===== src/rtl/instr_issue.sv =====
// In-order instruction issue stage: a program buffer and a small destination scoreboard.
// RAW hazards insert bubbles; all outputs are registered.
module instr_issue #(
    parameter int unsigned DEPTH     = 32,
    parameter int unsigned HAZ_DEPTH = 2
) (
    input  logic        clk,
    input  logic        rst,
    input  logic        ld_en,
    input  logic [4:0]  ld_addr,
    input  logic [23:0] ld_data,
    input  logic        start,
    input  logic [5:0]  prog_len,
    output logic [3:0]  rs1,
    output logic [3:0]  rs2,
    output logic [3:0]  rd,
    output logic [3:0]  func,
    output logic [7:0]  addr,
    output logic        issue_valid,
    output logic        busy,
    output logic        done,
    output logic [7:0]  stall_cnt
);

    typedef enum logic [1:0] {StIdle, StIssue, StStall, StDone} state_e;

    state_e      state_q;
    logic [23:0] buf_q [DEPTH];
    logic [5:0]  pc_q;
    logic [5:0]  len_q;
    logic        sb_vld_q [HAZ_DEPTH];
    logic [3:0]  sb_rd_q [HAZ_DEPTH];

    logic [23:0] cur;
    logic        hazard;
    logic        halt;
    logic        last;
    logic        running;

    assign cur     = buf_q[pc_q[4:0]];
    assign halt    = (cur[23:20] == 4'hF);
    assign last    = ((pc_q + 6'd1) == len_q);
    assign running = (state_q == StIssue) || (state_q == StStall);

    // The oldest entry retires on this edge, so it can no longer block the candidate.
    always_comb begin
        hazard = 1'b0;
        for (int i = 0; i < int'(HAZ_DEPTH) - 1; i++) begin
            if (sb_vld_q[i] && ((sb_rd_q[i] == cur[15:12]) || (sb_rd_q[i] == cur[11:8]))) begin
                hazard = 1'b1;
            end
        end
    end

    // Buffer contents survive reset.
    always_ff @(posedge clk) begin
        if (ld_en && !running) begin
            buf_q[ld_addr] <= ld_data;
        end
    end

    always_ff @(posedge clk) begin
        if (rst) begin
            state_q     <= StIdle;
            pc_q        <= 6'd0;
            len_q       <= 6'd0;
            for (int i = 0; i < int'(HAZ_DEPTH); i++) begin
                sb_vld_q[i] <= 1'b0;
                sb_rd_q[i]  <= 4'd0;
            end
            rs1         <= 4'd0;
            rs2         <= 4'd0;
            rd          <= 4'd0;
            func        <= 4'd0;
            addr        <= 8'd0;
            issue_valid <= 1'b0;
            busy        <= 1'b0;
            done        <= 1'b0;
            stall_cnt   <= 8'd0;
        end else begin
            issue_valid <= 1'b0;
            done        <= 1'b0;
            if (running) begin
                for (int i = int'(HAZ_DEPTH) - 1; i > 0; i--) begin
                    sb_vld_q[i] <= sb_vld_q[i-1];
                    sb_rd_q[i]  <= sb_rd_q[i-1];
                end
                sb_vld_q[0] <= 1'b0;
                sb_rd_q[0]  <= cur[19:16];
            end
            unique case (state_q)
                StIdle: begin
                    if (start) begin
                        pc_q      <= 6'd0;
                        stall_cnt <= 8'd0;
                        for (int i = 0; i < int'(HAZ_DEPTH); i++) begin
                            sb_vld_q[i] <= 1'b0;
                        end
                        if (prog_len == 6'd0) begin
                            len_q   <= 6'd0;
                            state_q <= StDone;
                        end else begin
                            len_q   <= (prog_len > 6'd32) ? 6'd32 : prog_len;
                            state_q <= StIssue;
                            busy    <= 1'b1;
                        end
                    end
                end
                StIssue, StStall: begin
                    if (state_q == StIssue && halt) begin
                        state_q <= StDone;
                        busy    <= 1'b0;
                    end else if (hazard) begin
                        state_q <= StStall;
                        if (stall_cnt != 8'hFF) begin
                            stall_cnt <= stall_cnt + 8'd1;
                        end
                    end else begin
                        func        <= cur[23:20];
                        rd          <= cur[19:16];
                        rs1         <= cur[15:12];
                        rs2         <= cur[11:8];
                        addr        <= cur[7:0];
                        issue_valid <= 1'b1;
                        sb_vld_q[0] <= 1'b1;
                        pc_q        <= pc_q + 6'd1;
                        if (last) begin
                            state_q <= StDone;
                            busy    <= 1'b0;
                        end else begin
                            state_q <= StIssue;
                        end
                    end
                end
                StDone: begin
                    done    <= 1'b1;
                    state_q <= StIdle;
                end
                default: state_q <= StIdle;
            endcase
        end
    end

endmodule

===== config.mk =====
export PLATFORM = sky130hd
export DESIGN_NAME = instr_issue
export DESIGN_NICKNAME = d
export VERILOG_FILES = /design/src/rtl/instr_issue.sv
export SDC_FILE = /design/constraint.sdc
export NUM_CORES = 1
export LEC_CHECK = 0
export CORE_ASPECT_RATIO = 1.2
export CORE_MARGIN = 2
export CORE_UTILIZATION = 50
export CTS_BUF_LIST = sky130_fd_sc_hd__clkbuf_8
export DETAILED_ROUTE_END_ITERATION = 8
export PLACE_DENSITY = 0.66
export SLEW_MARGIN = 0
export SYNTH_ARGS = -nofsm -noshare
export SYNTH_HDL_FRONTEND = slang
export SYNTH_SLANG_ARGS = --single-unit
export TNS_END_PERCENT = 1

===== constraint.sdc =====
create_clock -name clk -period 4.1 [get_ports clk]
set_clock_uncertainty 0.2 [all_clocks]
set_input_delay 1.23 -clock clk [delete_from_list [all_inputs] [get_ports clk]]
set_output_delay 1.23 -clock clk [all_outputs]
set_load 0.02 [all_outputs]

## Yosys cells after proc, flatten, opt, wreduce, memory -nomap -nowiden

Memory sizes are Yosys's and may differ from the RTL's. A register that Yosys moved wholly into a read port is not among the register bits.
Cells that the tools add are included.

- Add/subtract/negate cells: 2
- Mux-type cells: 50
- Bitwise operators: 9
- Reduce and logical (&&, ||, !) cells: 15
- Equal/unequal tests: 16
- Order comparisons: 1

Operator list:

| kind | number |
|---|---|
| 2-to-1 mux 8 bit | 4 |
| 2-to-1 mux 6 bit | 5 |
| 2-to-1 mux 1 bit | 28 |
| one-hot mux 8 bit (2 select lines) | 1 |
| inequality test 2 bit, second input constant | 6 |
| one-hot mux 6 bit (2 select lines) | 1 |
| 2-to-1 mux 2 bit | 5 |
| 2-to-1 mux 5 bit | 2 |
| AND reduction 5 bit | 2 |
| adder 8 x 1 -> 8 bit, second input constant | 1 |
| == test 4 bit | 2 |
| 2-to-1 mux 4 bit | 2 |
| inequality test 8 bit, second input constant | 1 |
| OR 1 bit | 7 |
| adder 6 x 1 -> 6 bit, second input constant | 1 |
| == test 6 bit | 1 |
| > comparator 6 bit, second input constant | 1 |
| logical NOT 6 bit | 1 |
| inequality test 3 bit, second input constant | 2 |
| one-hot mux 2 bit (3 select lines) | 1 |
| == test 2 bit, second input constant | 2 |
| == test 4 bit, second input constant | 1 |
| AND reduction 4 bit | 1 |
| logical AND 1 bit | 3 |
| 10 further kinds | 12 |

- Memories kept: 3
- Flip-flop bits (word level): 49
- Input bits: 39
- Memory bits (writable): 778

Memories:

| name | depth | width | rd ports | clocked after Yosys merged registers in | wr ports | line | source |
|---|---|---|---|---|---|---|---|
| buf_q | 32 | 24 | 1 | 1 | 1 | 28 | `logic [23:0] buf_q [DEPTH];` |
| sb_rd_q | 2 | 4 | 1 | 0 | 2 | 32 | `logic [3:0] sb_rd_q [HAZ_DEPTH];` |
| sb_vld_q | 2 | 1 | 1 | 0 | 2 | 31 | `logic sb_vld_q [HAZ_DEPTH];` |

## Depth between registers and ports, before layout

Gate-level depths: netlist of the first run.

- Depth after elaboration: 10
- Depth in mapped cells: 15

## Least setup slack after synthesis of the first run

No wires, ideal clock.

- Path type: input to register
- From: input port ld_en
- To: memory buf_q[12][0] (enable)
- Arrival: 2.822 ns
- Required time: 3.495 ns
- Path slack: 0.673 ns
- Cell stages on the path: 4
- Cell sequence: nand2_1 or3_1 clkbuf_1 nor2_1

- Word-level cells in the longest chain between the ends: 3

Ends and longest elaborated chain:

| item | line | source |
|---|---|---|
| start, declared | 9 | `input logic ld_en,` |
| logical AND 1 bit | 57 | `if (ld_en && !running) begin` |
| 2-to-1 mux 1 bit | 57 |  |
| 2-to-1 mux 1 bit (implied by the code) | 58 | `buf_q[ld_addr] <= ld_data;` |
| end, declared | 28 |  |

Every way passes these cells.

==> results of run 1 <==
==> cells by family (layout without fill, tap and decap cells) <==
logic type               count (synthesis)  in the layout  share of synthesized area (%)
other                                    0              2                              0
AND/OR/NAND/NOR                        227            227                           3.43
adder cells (fa/ha/maj)                  6              6                          0.231
AO/OA/AOI/OAI                          155            155                           3.74
XOR/XNOR                                15             15                          0.405
buffers and inverters                  102            436                           1.65
multiplexers                           285            285                           15.7
flip-flops                             827            827                           74.8
==> layer usage <==
layer,vias to the layer above,part of all wire (%),global-route usage (%)
met5,-,0,0
met4,0,3.4,9.84
met3,130,7.9,4.76
met2,800,50,40.1
met1,8895,38,31.8
li1,7210,-,-
==> power by group <==
| part | switching [mW] | leakage [nW] | internal [mW] |
|---|---|---|---|
| Sequential | 0.217 | 7.41 | 9.44 |
| Combinational | 1.63 | 3.23 | 1.36 |
| Clock | 3.05 | 1.29 | 3.32 |
| Total | 4.89 | 11.9 | 14.1 |
==> worst min-delay path by stage <==
stage | from | to | slack (ns) | cells after the start
final | len_q[5] | len_q[5] | 0.28 | 2
after global routing | rs2[1] | rs2[1] | 0.33 | 2
after CTS | len_q[5] | len_q[5] | 0.28 | 2
after detailed placement | len_q[5] | len_q[5] | 0.27 | 2
after global placement | len_q[5] | len_q[5] | 0.27 | 2
after floorplan | len_q[5] | len_q[5] | 0.25 | 2
==> repair_timing <==
action / 4_1_cts / 5_1_grt
setup endpoints to repair: 0 / 7
hold endpoints to repair: 0 / 0
setup buffers: 0 / 1
==> flip-flops by register name, summed over array words and instances (netlist names), 4 cells and up, named ones only <==
name / count
func: 4
rd: 4
addr: 8
len_q: 6
stall_cnt: 8
rs1: 4
rs2: 4
sb_rd_q: 4
pc_q: 6
buf_q: 768
==> worst max-delay path, delay by kind of cell (launching register included) <==
kind	cells	cell delay, ns
AND/OR/NAND/NOR	1	0.38
flip-flops	1	0.54
AO/OA/AOI/OAI	6	1.38
XOR/XNOR	1	0.23
buffers and inverters	2	0.78
multiplexers	1	0.25
==> cell usage after synthesis, drive strengths merged, types with 3 or more instances <==
cell,number,share of area [%]
or4,6,0.14
nor3b,7,0.16
nor4,3,0.077
a211oi,8,0.19
nand2b,4,0.077
o211ai,24,0.56
or3,7,0.13
mux2i,103,3.2
and3,5,0.096
nand2,54,0.62
nand4,11,0.21
buf,48,1.0
a22oi,23,0.53
ha,6,0.23
a21oi,20,0.35
a31o,3,0.081
nor3,9,0.14
o31ai,3,0.069
o22ai,3,0.058
xnor2,12,0.32
nor2,63,0.74
and2,4,0.077
edfxtp,772,71
o211a,16,0.49
a22o,7,0.19
nand3b,3,0.069
mux4,180,12
dfxtp,55,3.4
a221oi,13,0.35
a31oi,7,0.13
nand3,33,0.51
inv,18,0.21
nor2b,12,0.23
xor2,3,0.081
clkbuf,35,0.40
o21ai,12,0.21
==> area by class of cell <==
type	instances	area, um^2
fillers	4650	26900
flip-flops and latches	827	24300
multi-input cells	688	7880
repair buffers	205	1960
clock buffers	129	1780
well taps	832	1040
clock inverters	83	541
inverters	19	71.3
diodes	2	5.00
==> stage by stage <==
| stage | hold slack, ns | utilization (%) | worst slack [ns] | cell area [um^2] |
|---|---|---|---|---|
| floorplan | 0.250 | - | 0.673 | 32500 |
| global placement | 0.267 | 54.7 | 0.263 | 35200 |
| detailed placement | 0.268 | 54.7 | 0.196 | 35200 |
| CTS | 0.278 | 58.3 | 0.176 | 37500 |
| global route | 0.328 | 58.3 | 0.0605 | 37600 |
| finish | 0.276 | 58.3 | 0.171 | 37600 |
==> impl_metrics.yaml, run 1 <==
routing:
  drt_wl_total_um: 80200
  wl_per_cell_um: 28.8
  drc: 0
  viasPerCell: 6.12
  drt_iter0_markers: 1785
  ant_nets: 0
  first_pass_iters: 5
  vias: 17000
critical_path:
  arrival_ns: 4.38
  worstPathMaxFanout: 66
  crit_chain: "buf_12, mux2i_1, a221oi_1, or3_1, o311ai_0, o21a_1, xnor2_1, o32a_1, buf_4, o21ai_0, a31oi_1"
  crit_slowest_cell: "dfxtp_4"
  slowest_delay_ns: 0.54
  r2r_slack_ns: 0.17
  reg2reg_depth: 11
  crit_required_ns: 4.55
  worstSetupPathType: "register to register"
  worstSetupStartpointType: "register"
  end_kind: "register"
  rr_endpoint: "stall_cnt[0]"
  worstSetupEndpoint: "stall_cnt[0]"
yosys:
  synthFlopType: "edfxtp_1"
  synth_edf_count: 772
  async_flop_share_pct: 0
  syn-num-nets: 1662
  yosys_warnings: 0
  syn_avg_cell_area_um2: 20.1
  synth_cells: 1617
  yosysSeqAreaShare_pct: 74.8
  syn-cell-area_mm2: 0.0325
  synth_seq_cells: 827
  synth.distinct_cells: 66
die:
  initial_core_util_pct: 50.4
  die-width_um: 237
  fp-row-count: 102
  die-area_mm2: 0.0670
  core_mm2: 0.0644
  ioPinCount: 74
  die_height_um: 283
placement:
  dp_hpwl_um: 48900
  dp.cells: 2570
  gp_congestion: 0.827
  portBuffers: 73
hold_path:
  hp-class: "register to register"
cells_and_area:
  fin_cells: 2785
  final_cell_mix: "edfxtp_1, mux4_2, clkbuf_8"
  drive_gt1_share_pct: 26.4
  fin_nets: 1907
  layout.cells.most_common: "edfxtp_1"
  area_growth_pct: 15.7
timing:
  tns_ns: 0
  setup_viol: 0
  fin_crit_sh_pct: 95.8
  hold_viol: 0
  grt_setup_unrepaired: "no"
  max_freq_mhz: 255
  slew_violations: 0
  worstMarginPinSlew_ns: 1.09
  fin_crit_ns: 3.93
  relSlewSlack_pct: 27.1
cts:
  tritoncts: "done"
  insertion_delay_ns: 0.73
  postCtsHoldBufs: 0
  ctsResizeCount: 0
  htreeDepth: 3
  clkTransAtPathRegs_ns: 0.07
  cts_buffer_depth: 3
  cts_sinks: 827
  cts_buffers: 121
  root_buffer: "clkbuf_8"
grt:
  grt_antenna_before_repair: 2
  grt_usage_pct: 24.2
  gr-total-overflow: 0
  grt_max_degree: 67
  grt_pass1_vias: 17500
  grt_first_pass_wirelength_um: 117000
outcome:
  status: "complete, no violations"
power:
  ir_worst_vdd_uv: 349
  power.density_mw_per_mm2: 506
  finalPower_mw: 19.0
  power_leakage_nw: 11.9
run:
  cap_violations: 0
No activity file was read; power rests on OpenSTA's default activity.
==> run 2: changes to the inputs <==
HOLD_SLACK_MARGIN = 0.1   (was unset)
==> results of run 2 <==
No change in the layout: final DEF, timing and power equal those of run 1.
